File: src/rtl/pixel_proc_pkg.sv
// Shared encodings for the pixel point processor.
//   mode_t  : per-frame operation selected by cfg_mode
//   state_t : frame sequencer states
package pixel_proc_pkg;

   typedef enum logic [1:0] {
      MODE_BYPASS = 2'd0,
      MODE_BRIGHT = 2'd1,
      MODE_INVERT = 2'd2,
      MODE_THRESH = 2'd3
   } mode_t;

   typedef enum logic [1:0] {
      ST_IDLE  = 2'd0,
      ST_RUN   = 2'd1,
      ST_FLUSH = 2'd2,
      ST_DONE  = 2'd3
   } state_t;

endpackage

File: src/rtl/pixel_op_unit.sv
// Combinational per-pixel point operation.
// Ports:
//   mode      : operation (bypass / brightness / invert / threshold)
//   sign      : brightness direction, 1 add, 0 subtract
//   value     : brightness offset
//   threshold : threshold level, gray strictly above it gives full scale
//   pix       : input pixel, channel k at [k*DW +: DW]
//   res       : processed pixel
module pixel_op_unit
   import pixel_proc_pkg::*;
#(
   parameter int DW = 8,
   parameter int CH = 3
) (
   input  mode_t            mode,
   input  logic             sign,
   input  logic [DW-1:0]    value,
   input  logic [DW-1:0]    threshold,
   input  logic [CH*DW-1:0] pix,
   output logic [CH*DW-1:0] res
);

   localparam int SW = DW + 2;
   localparam logic [SW-1:0] CH_DIV = SW'(CH);
   localparam logic [DW-1:0] MAXV = '1;

   logic [SW-1:0] sum;
   logic [DW-1:0] gray;
   logic [DW-1:0] inv_v;
   logic [DW-1:0] thr_v;

   // Up to four full-scale channels fit in DW+2 bits.
   always_comb begin
      sum = '0;
      for (int k = 0; k < CH; k++) begin
         sum = sum + SW'(pix[k*DW +: DW]);
      end
   end

   assign gray  = DW'(sum / CH_DIV);
   assign inv_v = MAXV - gray;
   assign thr_v = (gray > threshold) ? MAXV : '0;

   for (genvar k = 0; k < CH; k++) begin : g_ch
      logic [DW-1:0] chan;
      logic [DW:0]   add_w;
      logic [DW:0]   sub_w;
      logic [DW-1:0] bright;

      assign chan  = pix[k*DW +: DW];
      assign add_w = {1'b0, chan} + {1'b0, value};
      // MSB of the difference is the borrow: result went below zero.
      assign sub_w = {1'b0, chan} - {1'b0, value};
      assign bright = sign ? (add_w[DW] ? MAXV : add_w[DW-1:0])
                           : (sub_w[DW] ? '0   : sub_w[DW-1:0]);

      assign res[k*DW +: DW] = (mode == MODE_BRIGHT) ? bright :
                               (mode == MODE_INVERT) ? inv_v  :
                               (mode == MODE_THRESH) ? thr_v  : chan;
   end

endmodule

File: src/rtl/pixel_point_proc.sv
// Frame-based pixel point processor with a 2-stage valid/ready pipeline.
// Ports:
//   HCLK, HRESET         : clock, async active-high reset
//   start                : frame start (IDLE only)
//   cfg_*                : operation config, captured at frame start
//   s_valid/s_ready/s_data : input pixel stream
//   m_valid/m_ready/m_data : output pixel stream
//   m_sol/m_eol/m_eof    : output position tags (col 0, col WIDTH-1, last)
//   busy                 : not IDLE
//   done                 : one-cycle frame completion pulse
//
// state    | meaning
// ---------+-----------------------------------------------
// ST_IDLE  | waiting for start, input stalled
// ST_RUN   | accepting WIDTH*HEIGHT pixels
// ST_FLUSH | all pixels accepted, draining the pipeline
// ST_DONE  | one-cycle done pulse, then back to IDLE
module pixel_point_proc
   import pixel_proc_pkg::*;
#(
   parameter int WIDTH  = 768,
   parameter int HEIGHT = 512,
   parameter int DW     = 8,
   parameter int CH     = 3
) (
   input  logic             HCLK,
   input  logic             HRESET,
   input  logic             start,
   input  logic [1:0]       cfg_mode,
   input  logic             cfg_sign,
   input  logic [DW-1:0]    cfg_value,
   input  logic [DW-1:0]    cfg_threshold,
   input  logic             s_valid,
   output logic             s_ready,
   input  logic [CH*DW-1:0] s_data,
   output logic             m_valid,
   input  logic             m_ready,
   output logic [CH*DW-1:0] m_data,
   output logic             m_sol,
   output logic             m_eol,
   output logic             m_eof,
   output logic             busy,
   output logic             done
);

   localparam int CW = $clog2(WIDTH);
   localparam int RW = (HEIGHT > 1) ? $clog2(HEIGHT) : 1;
   localparam logic [CW-1:0] COL_LAST = CW'(WIDTH - 1);
   localparam logic [RW-1:0] ROW_LAST = RW'(HEIGHT - 1);

   state_t state_q, state_d;

   mode_t         mode_q;
   logic          sign_q;
   logic [DW-1:0] value_q;
   logic [DW-1:0] thr_q;

   logic [CW-1:0] col_q;
   logic [RW-1:0] row_q;

   logic             s1_valid;
   logic [CH*DW-1:0] s1_data;
   logic             s1_sol, s1_eol, s1_eof;
   logic [CH*DW-1:0] op_res;

   logic adv2, ld1, accept, launch, col_last, last_px;

   assign adv2     = !m_valid || m_ready;
   assign ld1      = adv2 || !s1_valid;
   assign s_ready  = (state_q == ST_RUN) && ld1;
   assign accept   = s_valid && s_ready;
   assign launch   = (state_q == ST_IDLE) && start;
   assign col_last = (col_q == COL_LAST);
   assign last_px  = col_last && (row_q == ROW_LAST);
   assign busy     = (state_q != ST_IDLE);
   assign done     = (state_q == ST_DONE);

   always_ff @(posedge HCLK or posedge HRESET) begin
      if (HRESET) state_q <= ST_IDLE;
      else        state_q <= state_d;
   end

   always_comb begin
      state_d = state_q;
      case (state_q)
         ST_IDLE:  if (start) state_d = ST_RUN;
         ST_RUN:   if (accept && last_px) state_d = ST_FLUSH;
         ST_FLUSH: if (!s1_valid && !m_valid) state_d = ST_DONE;
         ST_DONE:  state_d = ST_IDLE;
         default:  state_d = ST_IDLE;
      endcase
   end

   always_ff @(posedge HCLK or posedge HRESET) begin
      if (HRESET) begin
         mode_q  <= MODE_BYPASS;
         sign_q  <= 1'b0;
         value_q <= '0;
         thr_q   <= '0;
      end else if (launch) begin
         mode_q  <= mode_t'(cfg_mode);
         sign_q  <= cfg_sign;
         value_q <= cfg_value;
         thr_q   <= cfg_threshold;
      end
   end

   always_ff @(posedge HCLK or posedge HRESET) begin
      if (HRESET) begin
         col_q <= '0;
         row_q <= '0;
      end else if (launch) begin
         col_q <= '0;
         row_q <= '0;
      end else if (accept) begin
         if (col_last) begin
            col_q <= '0;
            row_q <= last_px ? '0 : row_q + RW'(1);
         end else begin
            col_q <= col_q + CW'(1);
         end
      end
   end

   pixel_op_unit #(.DW(DW), .CH(CH)) u_op (
      .mode      (mode_q),
      .sign      (sign_q),
      .value     (value_q),
      .threshold (thr_q),
      .pix       (s_data),
      .res       (op_res)
   );

   always_ff @(posedge HCLK or posedge HRESET) begin
      if (HRESET) begin
         s1_valid <= 1'b0;
         s1_data  <= '0;
         s1_sol   <= 1'b0;
         s1_eol   <= 1'b0;
         s1_eof   <= 1'b0;
      end else if (ld1) begin
         s1_valid <= accept;
         if (accept) begin
            s1_data <= op_res;
            s1_sol  <= (col_q == '0);
            s1_eol  <= col_last;
            s1_eof  <= last_px;
         end
      end
   end

   // Payload only moves with a valid pixel so it stays put across bubbles.
   always_ff @(posedge HCLK or posedge HRESET) begin
      if (HRESET) begin
         m_valid <= 1'b0;
         m_data  <= '0;
         m_sol   <= 1'b0;
         m_eol   <= 1'b0;
         m_eof   <= 1'b0;
      end else if (adv2) begin
         m_valid <= s1_valid;
         if (s1_valid) begin
            m_data <= s1_data;
            m_sol  <= s1_sol;
            m_eol  <= s1_eol;
            m_eof  <= s1_eof;
         end
      end
   end

endmodule
File: config.mk
export PLATFORM = sky130hd
export DESIGN_NAME = pixel_point_proc
export DESIGN_NICKNAME = d
export VERILOG_FILES = /design/src/rtl/pixel_proc_pkg.sv /design/src/rtl/pixel_op_unit.sv /design/src/rtl/pixel_point_proc.sv
export SDC_FILE = /design/constraint.sdc
export NUM_CORES = 1
export LEC_CHECK = 0
export BUFFER_PORTS_ARGS = -buffer_cell sky130_fd_sc_hd__clkbuf_2
export CAP_MARGIN = 20
export CORE_ASPECT_RATIO = 0.6
export CORE_MARGIN = 1
export CORE_UTILIZATION = 66
export CTS_CLUSTER_DIAMETER = 50
export DETAILED_ROUTE_END_ITERATION = 12
export GPL_TIMING_DRIVEN = 0
export PLACE_DENSITY = 0.87
export SLEW_MARGIN = 20
export SYNTH_ARGS = -nofsm -noshare
export SYNTH_HDL_FRONTEND = slang
export SYNTH_SLANG_ARGS = --single-unit
File: constraint.sdc
create_clock -name HCLK -period 7.38 [get_ports HCLK]
set_input_delay 1.107 -clock HCLK [delete_from_list [all_inputs] [get_ports HCLK]]
set_output_delay 1.107 -clock HCLK [all_outputs]
set_load 0.02 [all_outputs]
==> results.txt, run 1 <==
The power per standard cell area is slightly below 500 mW/mm2. The path category of the worst min-delay check is reg -> reg. The number of standard-cell rows in the floorplan came out at 31. The largest total area in the synthesized netlist belongs to sky130_fd_sc_hd__dfrtp_1. For this configuration, the core starts out at a cell density of 0.684. The count of mapped cells out of synthesis is 957.

The delay of the slowest cell on the worst path came out at about 0.38 ns. The H-tree depth came out at 3. The number of unique standard cell types used by synthesis came out at between 80 and 90. For this design, the sink count on the clock tree is between 90 and 100.

The die boundary height is ~90 um. The total number of yosys warnings came out at 0. For this run, the leading register cell type out of synthesis is sky130_fd_sc_hd__dfrtp_1. The top fanout value on the critical path is 8. The slew at the pin with the worst max-slew slack came out at 1.10 ns. The boundary pin count came out at 79. VDD sags by at most ~0.26 mV. The sequential share of power came out at 0.187. Of the total power, the share spent switching nets is 0.496.

Buffers inserted during clock tree synthesis total 9. Summed over all cells, the static leakage comes to approximately 4.5 nW. The count of antenna-violating nets left after detailed routing came out at 0. Counting every net in the synthesized netlist gives roughly 1100. The number of remaining DRC errors came out at 0.

The footprint of the flip-flops and latches came out at 0.00240 mm2. The largest individual stage delay along the critical path comes from the cell sky130_fd_sc_hd__a221oi_1. The area overhead of the layout relative to synthesis came out at 18.3%. The final worst-path setup slack is -0.115 ns. The run finished, with violations left. The share of the cycle needed by the critical path after routing is 1.02.

The async set-or-reset flop fraction in the synthesized netlist is 1.00. The cell count of the worst hold path came out at 2. The fmax came out at roughly 130 MHz.

0 antenna diodes ended up in the layout. The share of total power dissipated in the clock network is 0.104. The number of fill cells came out at between 700 and 800.

The total number of nets in the final design is 1217. The final weighted congestion in routability-driven placement is about 0.99. The number of cells on the worst reg-to-reg path is 12.

For hold timing, the worst endpoint is s1_eol. The number of enable-type register cells in the synthesized netlist came out at 0. The die covers 0.0130 mm2. The clock latency on the worst-skew pair came out at about 0.35 ns. The netlist area before placement is 0.00830 mm2.

The reported max-cap violation count came out at 0. Across every metal layer, demand over resource in global routing totals 0.384. The endpoint arrival time on the critical path came out at between 7 and 8 ns. The aggregate global routing overflow came out at 0. The multi-input combinational cells in the finished layout cover a total of roughly 0.0058 mm2. Ranked by total cell area, the synthesized netlist is headed by sky130_fd_sc_hd__dfrtp_1, sky130_fd_sc_hd__ha_1, sky130_fd_sc_hd__a21oi_1. The width of the die came out at ~150 um.

By startpoint and endpoint, the worst setup path is classified as in -> reg. The worst-case setup slack after placement came out at -1.44 ns. The via count of the first global-routing pass came out at 7134.

The global-route wire length before repair is 37900 um. The average cell area after synthesis is 8.67 um2. The number of hold violations in the final report came out at 0. The worst setup path is launched from an input pin. Setup repair after global routing could not meet its margin everywhere.

The share of cells above drive strength 1 came out at 0.227. Setup violations remaining at the end of the flow were counted as 12. The overall via count from detail_route is roughly 8300. The maximum clock insertion buffer count came out at 2. The clock edge transition at the registers on the reported setup and hold paths came out at approximately 0.070 ns. The share of synthesized area in the top cell type comes to 0.289. The first TritonRoute pass finished after 5 iterations. The HPWL after detailed placement came out at between 15000 and 20000 um. The internal cell power is around 2.4 mW. The pin count of the biggest net entering global routing is 71. The headroom to the max-slew limit came out at 0.264. The port buffer count is 78. Across the routed clock network, the largest skew measured is 0.0143 ns. The root buffer cell is sky130_fd_sc_hd__clkbuf_16. After detailed routing, the number of vias per cell comes to ~6.6. The floorplan step defined a core boundary enclosing about 0.012 mm2. The endpoint of the worst register-to-register path is s1_data[18]. Synthesis inferred 96 register bits.

The overall routed net length came out at around 26000 um. The worst hold path begins at s1_eol. The worst path required time came out at about 7.6 ns. Dividing the detail-routed wire length by the instance count gives roughly 21 um. The number of antenna violations at the first check in global routing came out at 0. Counting I/O delays and the setup requirement, the final critical path takes around 7.5 ns.

TritonCTS built the clock tree. The number of hold buffers added after CTS was 0. The final total negative setup slack came out at -0.649 ns. The final-report max-slew violation count is 0. The starting DRC count in detailed routing is 1117. The register-to-register setup slack is roughly 3.6 ns. After detailed placement, the total cell area comes to ~0.0089 mm2. The worst reg2reg path startpoint is value_q[1]. The cell area after layout came out at approximately 0.0098 mm2. The analysis attributes to net switching a power of around 2.4 mW. The final reports fail on setup timing. STA classifies the critical path endpoint as a register. The sequential area share after synthesis is 0.289. The part of the power in combinational logic is 0.709.
-- state kept, by name, summed over array words and instances (netlist names) --
| signal | flops |
|---|---|
| m_valid | 1 |
| s1_sol | 1 |
| mode_q | 2 |
| s1_eol | 1 |
| s1_eof | 1 |
| value_q | 8 |
| sign_q | 1 |
| m_sol | 1 |
| m_eol | 1 |
| m_eof | 1 |
| row_q | 9 |
| col_q | 10 |
| state_q | 2 |
| thr_q | 8 |
| m_data | 24 |
| s1_data | 24 |
| s1_valid | 1 |
-- area by class of cell --
class | count | area share
multi-input combinational | 754 | 0.587
timing repair buffer | 111 | 0.0710
buffer | 36 | 0.0171
sequential | 96 | 0.245
tap | 165 | 0.0210
inverter | 70 | 0.0273
clock inverter | 5 | 0.00611
clock buffer | 11 | 0.0257
-- cell usage after synthesis, types with 9 or more instances --
cell type	n
sky130_fd_sc_hd__a21o_1	23
sky130_fd_sc_hd__a21oi_1	91
sky130_fd_sc_hd__a22oi_1	10
sky130_fd_sc_hd__a31oi_1	25
sky130_fd_sc_hd__clkbuf_1	29
sky130_fd_sc_hd__dfrtp_1	96
sky130_fd_sc_hd__ha_1	83
sky130_fd_sc_hd__inv_1	69
sky130_fd_sc_hd__mux2_2	33
sky130_fd_sc_hd__mux2i_1	11
sky130_fd_sc_hd__nand2_1	71
sky130_fd_sc_hd__nand2b_1	14
sky130_fd_sc_hd__nand3_1	15
sky130_fd_sc_hd__nor2_1	80
sky130_fd_sc_hd__nor2b_1	11
sky130_fd_sc_hd__nor3_1	21
sky130_fd_sc_hd__o21a_1	9
sky130_fd_sc_hd__o21ai_0	54
sky130_fd_sc_hd__o21bai_1	19
sky130_fd_sc_hd__xnor2_1	34
sky130_fd_sc_hd__xor2_1	15
-- worst max-delay path, delay by kind of cell --
kind / cells / cell delay [ns]
AOI/OAI and AO/OA: 13 / 2.63
xor gates and xnor gates: 1 / 0.23
adders and majority gates: 3 / 0.87
buffers and inverters: 5 / 0.72
muxes: 2 / 0.35
and+or+nand+nor: 11 / 1.80
-- routing by layer --
| layer | vias to the layer above | global-route usage | routed length (um) |
|---|---|---|---|
| met5 | - | 0 | 0 |
| met4 | 0 | 0.146 | 997 |
| met3 | 116 | 0.0907 | 3350 |
| met2 | 607 | 0.545 | 10600 |
| met1 | 3869 | 0.566 | 11200 |
| li1 | 3667 | - | - |
-- placed cells by master, fill, tap and decap left out, types with 9 or more instances in the layout --
cell	n
sky130_fd_sc_hd__a22oi_1	10
sky130_fd_sc_hd__o21ai_0	48
sky130_fd_sc_hd__nor2b_1	9
sky130_fd_sc_hd__a21oi_1	84
sky130_fd_sc_hd__nand3_1	15
sky130_fd_sc_hd__xor2_1	15
sky130_fd_sc_hd__clkbuf_1	28
sky130_fd_sc_hd__inv_1	65
sky130_fd_sc_hd__a21o_1	23
sky130_fd_sc_hd__nand2b_1	14
sky130_fd_sc_hd__clkbuf_16	9
sky130_fd_sc_hd__a31oi_1	23
sky130_fd_sc_hd__o21bai_1	19
sky130_fd_sc_hd__ha_1	76
sky130_fd_sc_hd__mux2_2	33
sky130_fd_sc_hd__clkbuf_2	74
sky130_fd_sc_hd__nor2_1	76
sky130_fd_sc_hd__nor3_1	21
sky130_fd_sc_hd__dfrtp_1	96
sky130_fd_sc_hd__o21a_1	9
sky130_fd_sc_hd__buf_4	32
sky130_fd_sc_hd__nand2_1	67
sky130_fd_sc_hd__mux2i_1	11
sky130_fd_sc_hd__xnor2_1	33
-- per-stage QoR --
stage | std cells | hold WS [ns] | util | power, mW
5_1_grt | 1248 | 0.515 | 0.809 | 5.06
4_1_cts | 1227 | 0.486 | 0.783 | 4.37
3_5_place_dp | 1201 | 0.469 | 0.735 | 3.69
3_3_place_gp | 1200 | 0.463 | 0.733 | 3.62
6_report | 1248 | 0.480 | 0.809 | 4.80
2_1_floorplan | 957 | 0.443 | - | 2.96
-- worst max-delay path by stage --
stage | end | depth (start not counted) | startpoint
final | s1_data[3] | 35 | s_data[4]
after global routing | s1_data[3] | 35 | s_data[4]
after CTS | s1_data[3] | 38 | s_data[8]
after detailed placement | s1_data[3] | 37 | s_data[8]
after global placement | s1_data[3] | 37 | s_data[8]
after floorplan | s1_data[11] | 37 | s_data[0]
-- cell families (layout without fill, tap and decap cells) --
group                      Yosys count  in the layout  synth area share
buffers and inverters              107            233            0.0504
and+or+nand+nor                    265            265             0.158
xor gates and xnor gates            51             51            0.0556
AOI/OAI and AO/OA                  302            302             0.242
muxes                               45             45            0.0597
adders and majority gates           91             91             0.144
DFF                                 96             96             0.289
-- what timing repair did --
item / CTS / global route
pin swaps: 17 / 31
buffers inserted: 11 / 21
gates resized for setup: 39 / 46
endpoints found under the setup margin: 24 / 24
-- power by group through the flow --
stage | Clock, mW | Sequential [mW] | Combinational (mW)
finish | 0.497 | 0.897 | 3.40
global route | 0.516 | 0.916 | 3.63
CTS | 0.492 | 0.889 | 2.99
detailed placement | 0 | 0.896 | 2.80
global placement | 0 | 0.882 | 2.73
floorplan | 0 | 0.925 | 2.03
No activity file was read; power rests on OpenSTA's default activity.
==> inputs of run 2 (changes only) <==
Settings changed: CORE_ASPECT_RATIO 0.6 to not set, SKIP_CTS_REPAIR_TIMING set to 1.
==> run 2 against run 1 <==
  * The flow now finishes without violations
  * Via count shrank 2.9%
  * Combinational power shrank 4%
  * Hold slack gained 0.012 ns
  * Routed wire length shrank 4.7%
  * Global-route usage shrank 1.2 points
  * First-iteration DRC count shrank 22%
  * Flip-flop and latch count is the same
  * Critical path depth grew 1
  * Cell count shrank 0.40%
  * Non-clock buffer count shrank 8
  * Clock-buffer cell count is the same
  * Power shrank 2.5%
  * Critical path type unchanged
  * Highest routed layer unchanged
==> results.txt, run 2 (synthesized netlist as in run 1, its figures left out) <==
The run finished with clean final reports. The final worst-path setup slack is 0.147 ns. For this configuration, the core starts out at a cell density of 0.685. The worst path required time came out at 7.68 ns. The critical path capture point type is a register. The final weighted congestion in routability-driven placement came out at 0.976. The worst-case IR drop observed on VDD is 0.229 mV.

The path with the worst hold slack has its endpoint at s1_data[5]. The root buffer cell chosen for the clock tree is sky130_fd_sc_hd__clkbuf_16. The slowest cell on the critical path is sky130_fd_sc_hd__ha_2. Hold timing on the final database bottoms out at a slack of between 0.4 and 0.5 ns.

The per-cell via count in the routed design came out at between 6 and 7. The worst reg2reg path startpoint is value_q[1]. The endpoint arrival time on the critical path came out at 7.53 ns. The global-route wire length before repair is approximately 37000 um. The headroom to the max-slew limit is 0.339.

The number of buffer and inverter instances along the worst setup path is 2. The kind of cell with the highest combined delay along the critical path is compound AO/OA/AOI/OAI gates. The final-report max-slew violation count is 0. STA classifies the critical path startpoint as an input pin. Along the worst hold path, the cell count comes to 1.

The width of the die came out at between 100 and 150 um. Across the routed clock network, the largest skew measured is 0.0137 ns. The count of antenna-violating nets left after detailed routing is 0. The starting DRC count in detailed routing is 869. The largest registers in the layout are m_data (24), s1_data (24), col_q (10). TritonCTS built the clock tree.

Measured along the y axis, the die boundary spans between 100 and 150 um. After detailed routing, the average wire length per cell comes to roughly 20 um. The total number of nets in the final design came out at 1209. The number of fill cells is approximately 840. The clock edge transition at the registers on the reported setup and hold paths came out at around 0.07 ns. The share of cells above drive strength 1 is 0.223. The area overhead of the layout relative to synthesis is 18.0%. The number of antenna violations at the first check in global routing came out at 0. The number of cells on the worst reg-to-reg path came out at 12. The min-delay analysis places its worst path in the category reg -> reg. The maximum clock insertion buffer count came out at 2. Of all nets on the critical path, the largest fanout is 8.

The HPWL after detailed placement is around 18000 um. The number of hold violations in the final report is 0. The overall via count from detail_route is 8023.

The overall routed net length came out at 24900 um. Measured on the finished design, the core utilization comes to 0.809. Setup violations remaining at the end of the flow were counted as 0. Max-cap violations in this run came to 0.

Dividing the final minimum period by the clock period gives 0.980. The aggregate global routing overflow is 0. The setup check on the worst reg-to-reg path leaves a slack of roughly 3.8 ns. The worst-case setup slack after placement is -1.01 ns. The CTS buffer count is 9. Entering global routing, the biggest net connects between 50 and 60 pins. The port buffer count is 78.

In this run the power density over the cells is between 400 and 500 mW/mm2. The library cells used most frequently in the layout, excluding fill and tap cells, are sky130_fd_sc_hd__dfrtp_1, sky130_fd_sc_hd__a21oi_1, sky130_fd_sc_hd__ha_1. The standby leakage power came out at 4.46 nW. The number of remaining DRC errors came out at 0. The most frequent cell on the critical path is sky130_fd_sc_hd__a21oi_2. The pre-antenna-repair detailed-routing pass consisted of 6 iterations. The boundary pin count came out at about 80. The slew at the pin with the worst max-slew slack is between 0.9 and 1 ns. The H-tree depth is 3.

The via count of the first global-routing pass came out at a little over 7000. The overall fraction of global-route tracks in use is 0.372. In this run the most critical hold path is launched from s1_data[5]. The library cell used most frequently in the layout, excluding fill and tap cells, is sky130_fd_sc_hd__dfrtp_1. The clock latency on the worst-skew pair is ~0.36 ns.

The number of standard-cell rows in the floorplan is 40. Subtracting the final worst setup slack from the clock period gives between 7 and 8 ns. The placeable core area is between 0.01 and 0.015 mm2. The worst register-to-register path ends at s1_data[22].

The sink count of the clock tree came out at 96. The die area came out at approximately 0.013 mm2. The critical path in this run is classified as in -> reg. The fmax came out at around 140 MHz. The largest single stage delay on the critical path is about 0.34 ns.

The number of antenna diodes in the final layout is 0.
[run 2: layout make-up]
type	instances	area [um2]	area share
Sequential cell	96	2400	0.245
Tap cell	168	210	0.0215
Multi-Input combinational cell	754	5810	0.593
Clock buffer	11	253	0.0258
Clock inverter	5	61.3	0.00626
Inverter	70	268	0.0273
Buffer	35	156	0.0160
Timing Repair Buffer	104	634	0.0648
[run 2: power breakdown]
| group | switching [mW] | internal, mW |
|---|---|---|
| Combinational | 1.93 | 1.35 |
| Clock | 0.221 | 0.284 |
| Sequential | 0.162 | 0.733 |
[run 2: per-stage QoR]
stage	setup TNS, ns	cells	power, mW	area [um2]
after global placement	-16.02	1203	3.56	8900
after detailed placement	-18.18	1204	3.66	8930
after CTS	-10.05	1220	4.19	9250
after floorplan	0	957	2.96	8300
after global routing	-1.05	1243	4.96	9800
final	0	1243	4.68	9800
[run 2: worst max path at each step]
stage / end / cells after the start / start
6_report: s1_data[5] / 36 / s_data[1]
5_1_grt: s1_data[1] / 36 / s_data[1]
4_1_cts: s1_data[3] / 37 / s_data[1]
3_5_place_dp: s1_data[11] / 36 / s_data[1]
3_3_place_gp: s1_data[3] / 36 / s_data[1]
2_1_floorplan: s1_data[11] / 37 / s_data[0]
[run 2: per-layer routing]
layer	share of wire	wire length (um)	track usage	vias up
met4	0.042	1050	0.164	0
met3	0.078	1940	0.0424	85
met2	0.47	11800	0.617	458
met1	0.41	10200	0.492	3818
met5	0	0	0	-
li1	-	-	-	3662
